===== src/rtl/seven_seg_scan_pkg.sv =====
// Shared constants and helpers for the multiplexed 7-segment scanner.
// All display drives are active-low, so "off" is all ones.
package seven_seg_pkg;

    localparam logic [0:0] ST_BLANK = 1'b0;
    localparam logic [0:0] ST_SHOW  = 1'b1;

    localparam logic [6:0] SEG_OFF = 7'h7F;
    localparam logic [3:0] AN_OFF  = 4'hF;

    // Active-low anode pattern for one digit slot; a disabled digit keeps every anode dark.
    function automatic logic [3:0] anode_sel(input logic en, input logic [1:0] idx);
        logic [3:0] sel;
        if (en) begin
            sel = ~(4'b0001 << idx);
        end else begin
            sel = AN_OFF;
        end
        return sel;
    endfunction

endpackage


===== src/rtl/seven_seg_scan_hex_to_7seg.sv =====
// Combinational hex nibble to active-low segment pattern {g,f,e,d,c,b,a}.
module hex_to_7seg
    import seven_seg_pkg::*;
(
    input  logic [3:0] nibble_i,
    output logic [6:0] seg_o
);

    // Lookup of the glyph for each hex value
    always_comb begin
        seg_o = SEG_OFF;
        case (nibble_i)
            4'h0:    seg_o = 7'b1000000;
            4'h1:    seg_o = 7'b1111001;
            4'h2:    seg_o = 7'b0100100;
            4'h3:    seg_o = 7'b0110000;
            4'h4:    seg_o = 7'b0011001;
            4'h5:    seg_o = 7'b0010010;
            4'h6:    seg_o = 7'b0000010;
            4'h7:    seg_o = 7'b1111000;
            4'h8:    seg_o = 7'b0000000;
            4'h9:    seg_o = 7'b0010000;
            4'hA:    seg_o = 7'b0001000;
            4'hB:    seg_o = 7'b0000011;
            4'hC:    seg_o = 7'b1000110;
            4'hD:    seg_o = 7'b0100001;
            4'hE:    seg_o = 7'b0000110;
            4'hF:    seg_o = 7'b0001110;
            default: seg_o = SEG_OFF;
        endcase
    end

endmodule


===== src/rtl/seven_seg_scan.sv =====
// Four-digit common-anode display scanner with a blanking gap between digits.
// Data and enable are latched once per slot so CPU writes never tear a digit.
module seven_seg_scan
    import seven_seg_pkg::*;
#(
    parameter int REFRESH_DIV  = 100000,
    parameter int BLANK_CYCLES = 1000,
    parameter int CNT_W        = 17
) (
    input  logic        clk,
    input  logic        reset,
    input  logic [15:0] digit_data,
    input  logic [3:0]  digit_en,
    output logic [6:0]  seg,
    output logic        dp,
    output logic [3:0]  an
);

    localparam logic [CNT_W-1:0] BLANK_LAST = CNT_W'(BLANK_CYCLES - 1);
    localparam logic [CNT_W-1:0] SHOW_LAST  = CNT_W'(REFRESH_DIV - BLANK_CYCLES - 1);
    localparam logic [CNT_W-1:0] CNT_ZERO   = CNT_W'(0);
    localparam logic [CNT_W-1:0] CNT_ONE    = CNT_W'(1);

    logic [0:0]       state_q, state_d;
    logic [1:0]       idx_q, idx_d;
    logic [CNT_W-1:0] cnt_q, cnt_d;
    logic [3:0]       nib_q, nib_d;
    logic             en_q, en_d;
    logic [6:0]       seg_q, seg_d;
    logic [3:0]       an_q, an_d;
    logic             dp_q;
    logic [6:0]       dec_s;

    // Decoding the next-state nibble keeps the registered outputs aligned with the state.
    hex_to_7seg u_dec (
        .nibble_i (nib_d),
        .seg_o    (dec_s)
    );

    // Slot sequencing: blanking gap, then the digit, then advance to the next digit
    always_comb begin
        state_d = state_q;
        idx_d   = idx_q;
        cnt_d   = cnt_q + CNT_ONE;
        nib_d   = nib_q;
        en_d    = en_q;
        case (state_q)
            ST_BLANK: begin
                if (cnt_q == BLANK_LAST) begin
                    state_d = ST_SHOW;
                    cnt_d   = CNT_ZERO;
                    nib_d   = digit_data[{idx_q, 2'b00} +: 4];
                    en_d    = digit_en[idx_q];
                end else begin
                    state_d = ST_BLANK;
                end
            end
            ST_SHOW: begin
                if (cnt_q == SHOW_LAST) begin
                    state_d = ST_BLANK;
                    cnt_d   = CNT_ZERO;
                    idx_d   = idx_q + 2'd1;
                end else begin
                    state_d = ST_SHOW;
                end
            end
            default: begin
                state_d = ST_BLANK;
                cnt_d   = CNT_ZERO;
                idx_d   = 2'd0;
            end
        endcase
    end

    // Output drive for the upcoming cycle, derived from the next state
    always_comb begin
        if (state_d == ST_SHOW) begin
            an_d  = anode_sel(en_d, idx_d);
            seg_d = dec_s;
        end else begin
            an_d  = AN_OFF;
            seg_d = SEG_OFF;
        end
    end

    // State and output registers with synchronous reset
    always_ff @(posedge clk) begin
        if (reset) begin
            state_q <= ST_BLANK;
            idx_q   <= 2'd0;
            cnt_q   <= CNT_ZERO;
            nib_q   <= 4'h0;
            en_q    <= 1'b0;
            seg_q   <= SEG_OFF;
            an_q    <= AN_OFF;
            dp_q    <= 1'b1;
        end else begin
            state_q <= state_d;
            idx_q   <= idx_d;
            cnt_q   <= cnt_d;
            nib_q   <= nib_d;
            en_q    <= en_d;
            seg_q   <= seg_d;
            an_q    <= an_d;
            dp_q    <= 1'b1;
        end
    end

    assign seg = seg_q;
    assign an  = an_q;
    assign dp  = dp_q;

endmodule


===== config.mk =====
export PLATFORM = sky130hd
export DESIGN_NAME = seven_seg_scan
export DESIGN_NICKNAME = d
export VERILOG_FILES = /design/src/rtl/seven_seg_scan_pkg.sv /design/src/rtl/seven_seg_scan_hex_to_7seg.sv /design/src/rtl/seven_seg_scan.sv
export SDC_FILE = /design/constraint.sdc
export NUM_CORES = 1
export LEC_CHECK = 0
export CAP_MARGIN = 10
export CORE_UTILIZATION = 37
export CTS_CLUSTER_SIZE = 20
export DETAILED_ROUTE_END_ITERATION = 7
export SETUP_SLACK_MARGIN = 0.15
export SLEW_MARGIN = 20
export SYNTH_ARGS = -nofsm -noshare
export SYNTH_HDL_FRONTEND = slang
export SYNTH_SLANG_ARGS = --single-unit

===== constraint.sdc =====
create_clock -name clk -period 5.8 [get_ports clk]
set_input_delay 0.58 -clock clk [delete_from_list [all_inputs] [get_ports clk]]
set_output_delay 0.58 -clock clk [all_outputs]
set_load 0.05 [all_outputs]

======== Word level (Yosys, flattened, before mapping) ========
Memory sizes are Yosys's and may differ from the RTL's. A register that Yosys moved wholly into a read port is not among the register bits.
Index checks and enable logic that the tools add are counted.
operators by class
  reductions and logical operators ........ 2
  multiplexer cells ....................... 14
  magnitude comparators ................... 1
  shifts and indexed selects .............. 2
  bitwise operators ....................... 4
  eq/ne operators ......................... 2
  add/sub/neg operators ................... 2
operators by type and width
  operator               count
  $mux 17                2
  $pmux 17 s2            1
  $add 17x1->17 const B  1
  $eq 17x10->1 const B   1
  $eq 17x17->1 const B   1
  $shiftx 16x5->4        1
  $mux 4                 2
  $mux 1                 5
  $mux 2                 2
  $not 4->4              1
  $shl 1x2->4 const A    1
  $lt 2x3->1 const B     1
  $not 1->1              3
  $reduce_or 3->1        1
  $add 2x1->2 const B    1
  $bmux 1 s2             1
  $pmux 1 s2             1
  $reduce_or 2->1        1
word-level totals
  bits in read-only memories .............. 112
  input bits .............................. 22
  bits in registers ....................... 29
  logic and storage cells ................. 34
  memories ................................ 1
memory list
  memory            depth  width  read ports  clocked after memory_dff  write ports  RTL line                          source
  (name not given)  16     7      1           1                         0            seven_seg_scan_hex_to_7seg.sv:12  case (nibble_i)

======== Logic depth before layout (Yosys ltp) ========
  word-level depth ........................ 6
  gate-level depth with buffers ........... 11
  mapped depth without buffers ............ 10

======== By module ========
Synthesis repeated with hierarchy kept, for this count alone.
unflattened totals
  cell total of the unflattened synthesis .. 205
  area total of the unflattened synthesis .. 1903.1 sq um
by module, submodules not included
  module          seq. area each (sq um)  area an instance (sq um)  cells an instance  instances
  seven_seg_scan  720.7                   1655.3                    170                1
  hex_to_7seg     0.0                     247.7                     35                 1

======== Worst setup path before layout ========
OpenSTA, ideal clock, no wires.
  path type ............................... flip-flop to flip-flop
  start ................................... reg cnt_q[3]
  end ..................................... reg seg_q[3], in the netlist seg[3]
  buffers on the path ..................... 1
  arrival time ............................ 3061 ps
  setup slack ............................. 2580 ps
  setup time .............................. 159 ps
  cell stages (with the launch flop) ...... 11
  required time ........................... 5641 ps
  cells stage by stage .................... dfxtp_1 > or4_1 > or4_1 > buf_2 > nor3_4 > mux2i_1 > inv_1 > ha_1 > a21boi_0 > a2111oi_2 > a31oi_1
RTL lines
  element                   RTL line               source
  start: declaration        seven_seg_scan.sv:26   logic [CNT_W-1:0] cnt_q, cnt_d;
  start signal: assignment  seven_seg_scan.sv:100  cnt_q <= cnt_d;
  $eq 17x10->1              seven_seg_scan.sv:49   if (cnt_q == BLANK_LAST) begin
  $mux 4                    seven_seg_scan.sv:49
  $mux 4                    seven_seg_scan.sv:47   case (state_q)
  net nib_d[0]              seven_seg_scan.sv:27   logic [3:0] nib_q, nib_d;
  end: declaration          seven_seg_scan.sv:29   logic [6:0] seg_q, seg_d;
The timed path passes the listed nets, and every way through them passes these cells.
A chain may end at the register's enable or synchronous reset.

======== Worst setup path in the final report ========
Same ends and word-level chain as after synthesis.

==> impl_results.md <==
- Power per Cell Area: 208 nW/um^2
- Hold Path Class: flop to flop
- DR DRC count: 7
- Initial antenna violation count: 0
- Cells resized by post-CTS repair: 0
- Die Ht: 71.2 um
- Final setup viols: 0
- Critical-path cell list: or4_1 > or4_1 > nor3_4 > mux2i_1 > inv_1 > ha_1 > a21boi_0 > a2111oi_2 > a31oi_1
- Area contributors post-synth: dfxtp_1 (41%), mux4_2 (6.4%), nor2_1 (6.1%), xor2_1 (5.9%), ha_1 (5.7%)
- Layout net count: 243
- YS warnings: 0
- Post-route ant nets: 0
- Top cells by count, synth: dfxtp_1 (36), nor2_1 (29), nand3_1 (15), xor2_1 (12), mux2i_1 (9)
- Post-Route WL: 3400 um
- DR WL/cell: 12.8 um
- Pleak: 0.822 nW
- Sink Count: 36
- Top-area cell type share of the netlist area: 0.407
- Final Hold Fails: 0
- WP data required: 5930 ps
- Critical Path End Type: flop
- Num CTS Buffers: 5
- Rows: 24
- CP max FO: 9
- CP Class: flop to flop
- Worst-case clock buffer depth: 2
- Die area: 5070 um^2
- Core ar.: 4470 um^2
- Routed vias/inst: 5.12
- # IOs: 34
- 1st-iter DRT viols: 50
- Total GRT Usage: 0.149
- WP data arrival: 3760 ps
- Post-synthesis sequential area ratio: 0.407
- Die width: 71.2 um
- CTS tree: done
- Worst vdd ir: 130 uV
- CTS Root Cell: clkbuf_8
- Avg Cell Area, Syn: 9.78 um^2
- Cell taking the most area after synthesis: dfxtp_1
- Final Hold Slack: 444 ps
- Number of synthesized register bits: 36
- Placer congestion estimate: 0.802
- Setup TNS Final: 0 ps
- Total power: 0.459 mW
- TritonRoute pass-1 iters: 8
- CTS Hold Bufs: 0
- Vias: 1362
- Tmin final: 3620 ps
- Grt total ovfl: 0
- Final period util: 0.625
- Count of cell types in the netlist: 41
- Slew @ Worst Pin: 875 ps
- Initial Util: 0.396
- Final Max Slew Viols: 0
- H-tree levels: 2
- Slowest CP cell: mux2i_1
- Clk_skew: 12.8 ps
- Max-Cap Viols: 0
- CP peak stage delay: 640 ps
- Clk Latency, worst-skew pair: 290 ps
- Mapped Cells: 181
- Failing checks: DRC
- First-pass GRT wire length: 5980 um
- PortBufs: 32
- Post-detail-place hpwl: 2560 um
- Outcome: finished with violations
- CTS clock-pin slew for the worst setup and hold paths: 80 ps
- FMAX: 276 MHz
- Pin count of the biggest net entering global routing: 18
- CP startpoint kind: flop
- Layout cells sized above 1: 0.0748
- EDFF count, synth: 0
- Post-synth top flop: dfxtp_1
- Cell area after synthesis: 1770 um^2
- N_diodes: 0
- Most frequent cell on the critical path: or4_1
- Most numerous cell in the Yosys netlist: dfxtp_1
- Slew HR: 0.400
- Area Overhead vs Synth: 24.6%
- Post-CTS Setup Bufs: 0
- Syn Nets: 211
- Asr flop ratio synth: 0
- RSZ-0062 raised after global routing: no
- Vias in the first global route: 1326
layout by cell type (no fill, tap or decap), drive strengths merged:
| master | count |
|---|---|
| inv | 7 |
| nand2b | 3 |
| dfxtp | 36 |
| mux2i | 9 |
| o22ai | 1 |
| a2111oi | 1 |
| xnor2 | 5 |
| nor2 | 29 |
| conb | 1 |
| a21oi | 1 |
| mux4 | 5 |
| clkbuf | 8 |
| or4b | 1 |
| or4bb | 1 |
| or4 | 3 |
| and3 | 4 |
| nor3b | 1 |
| nand3b | 1 |
| o311ai | 1 |
| and2 | 2 |
| a21boi | 1 |
| a31oi | 1 |
| mux2 | 1 |
| nand4 | 1 |
| o21ai | 2 |
| and3b | 1 |
| nor2b | 5 |
| clkdlybuf4s50 | 32 |
| nand2 | 4 |
| o31ai | 1 |
| nor3 | 5 |
| o221ai | 4 |
| ha | 8 |
| xor2 | 12 |
| o31a | 1 |
| nand3 | 15 |
worst max-delay path: cells and delay by family, from the launching register on:
family / cells / cell delay, ps
fa+ha+maj: 1 / 290
mux: 1 / 640
flops: 1 / 360
simple gates: 3 / 1530
buf+inv: 1 / 180
compound gates: 3 / 480
state kept, by name (all words and copies together) (netlist names):
signal and cells:
seg 7, state_q 1, en_q 1, idx_q 2
nib_q 4, an 4, cnt_q 17
area by class of cell:
class | count | area, um^2
inverters | 7 | 26.3
fillers | 420 | 2270
multi-input cells | 131 | 983
well taps | 52 | 65.1
flip-flops and latches | 36 | 721
repair buffers | 32 | 320
clock buffers | 8 | 90.1
stage by stage:
stage / area (um^2) / cells / setup slack [ps] / utilization
floorplan: 1770 / 181 / 2580 / -
global placement: 2120 / 258 / 2350 / 0.473
detailed placement: 2120 / 258 / 2150 / 0.473
CTS: 2210 / 266 / 2150 / 0.493
global route: 2210 / 266 / 1880 / 0.493
finish: 2210 / 266 / 2180 / 0.493
kinds of logic (layout without fill, tap and decap cells):
logic type | Yosys count | in the layout | synth area share
simple gates | 76 | 76 | 0.224
flops | 36 | 36 | 0.407
xor+xnor | 17 | 17 | 0.0841
mux | 15 | 15 | 0.123
compound gates | 14 | 14 | 0.0657
buf+inv | 14 | 47 | 0.0375
fa+ha+maj | 8 | 8 | 0.0565
other cells | 1 | 1 | 0.00212
path summary, 6_finish.rpt:
check | startpoint | to | slack, ps | cells after the start
min reg2reg | cnt_q[0] | cnt_q[0] | 440 | 1
max reg2reg | cnt_q[3] | seg[3] | 2180 | 9
min | cnt_q[0] | cnt_q[0] | 440 | 1
max | cnt_q[3] | seg[3] | 2180 | 9
power breakdown:
group / leakage, nW / total [mW] / switching (mW) / internal, mW
Combinational: 0.486 / 0.0263 / 0.00909 / 0.0172
Clock: 0.0455 / 0.182 / 0.0855 / 0.0969
Sequential: 0.291 / 0.250 / 0.00135 / 0.249
Total: 0.822 / 0.459 / 0.0959 / 0.363
layer usage:
metal,track usage,up-vias,share of wire
li1,-,689,-
met1,0.171,637,0.44
met2,0.263,30,0.50
met3,0.0470,6,0.053
met4,0.0467,0,0.014
met5,0,-,0
No activity file was read; power rests on OpenSTA's default activity.
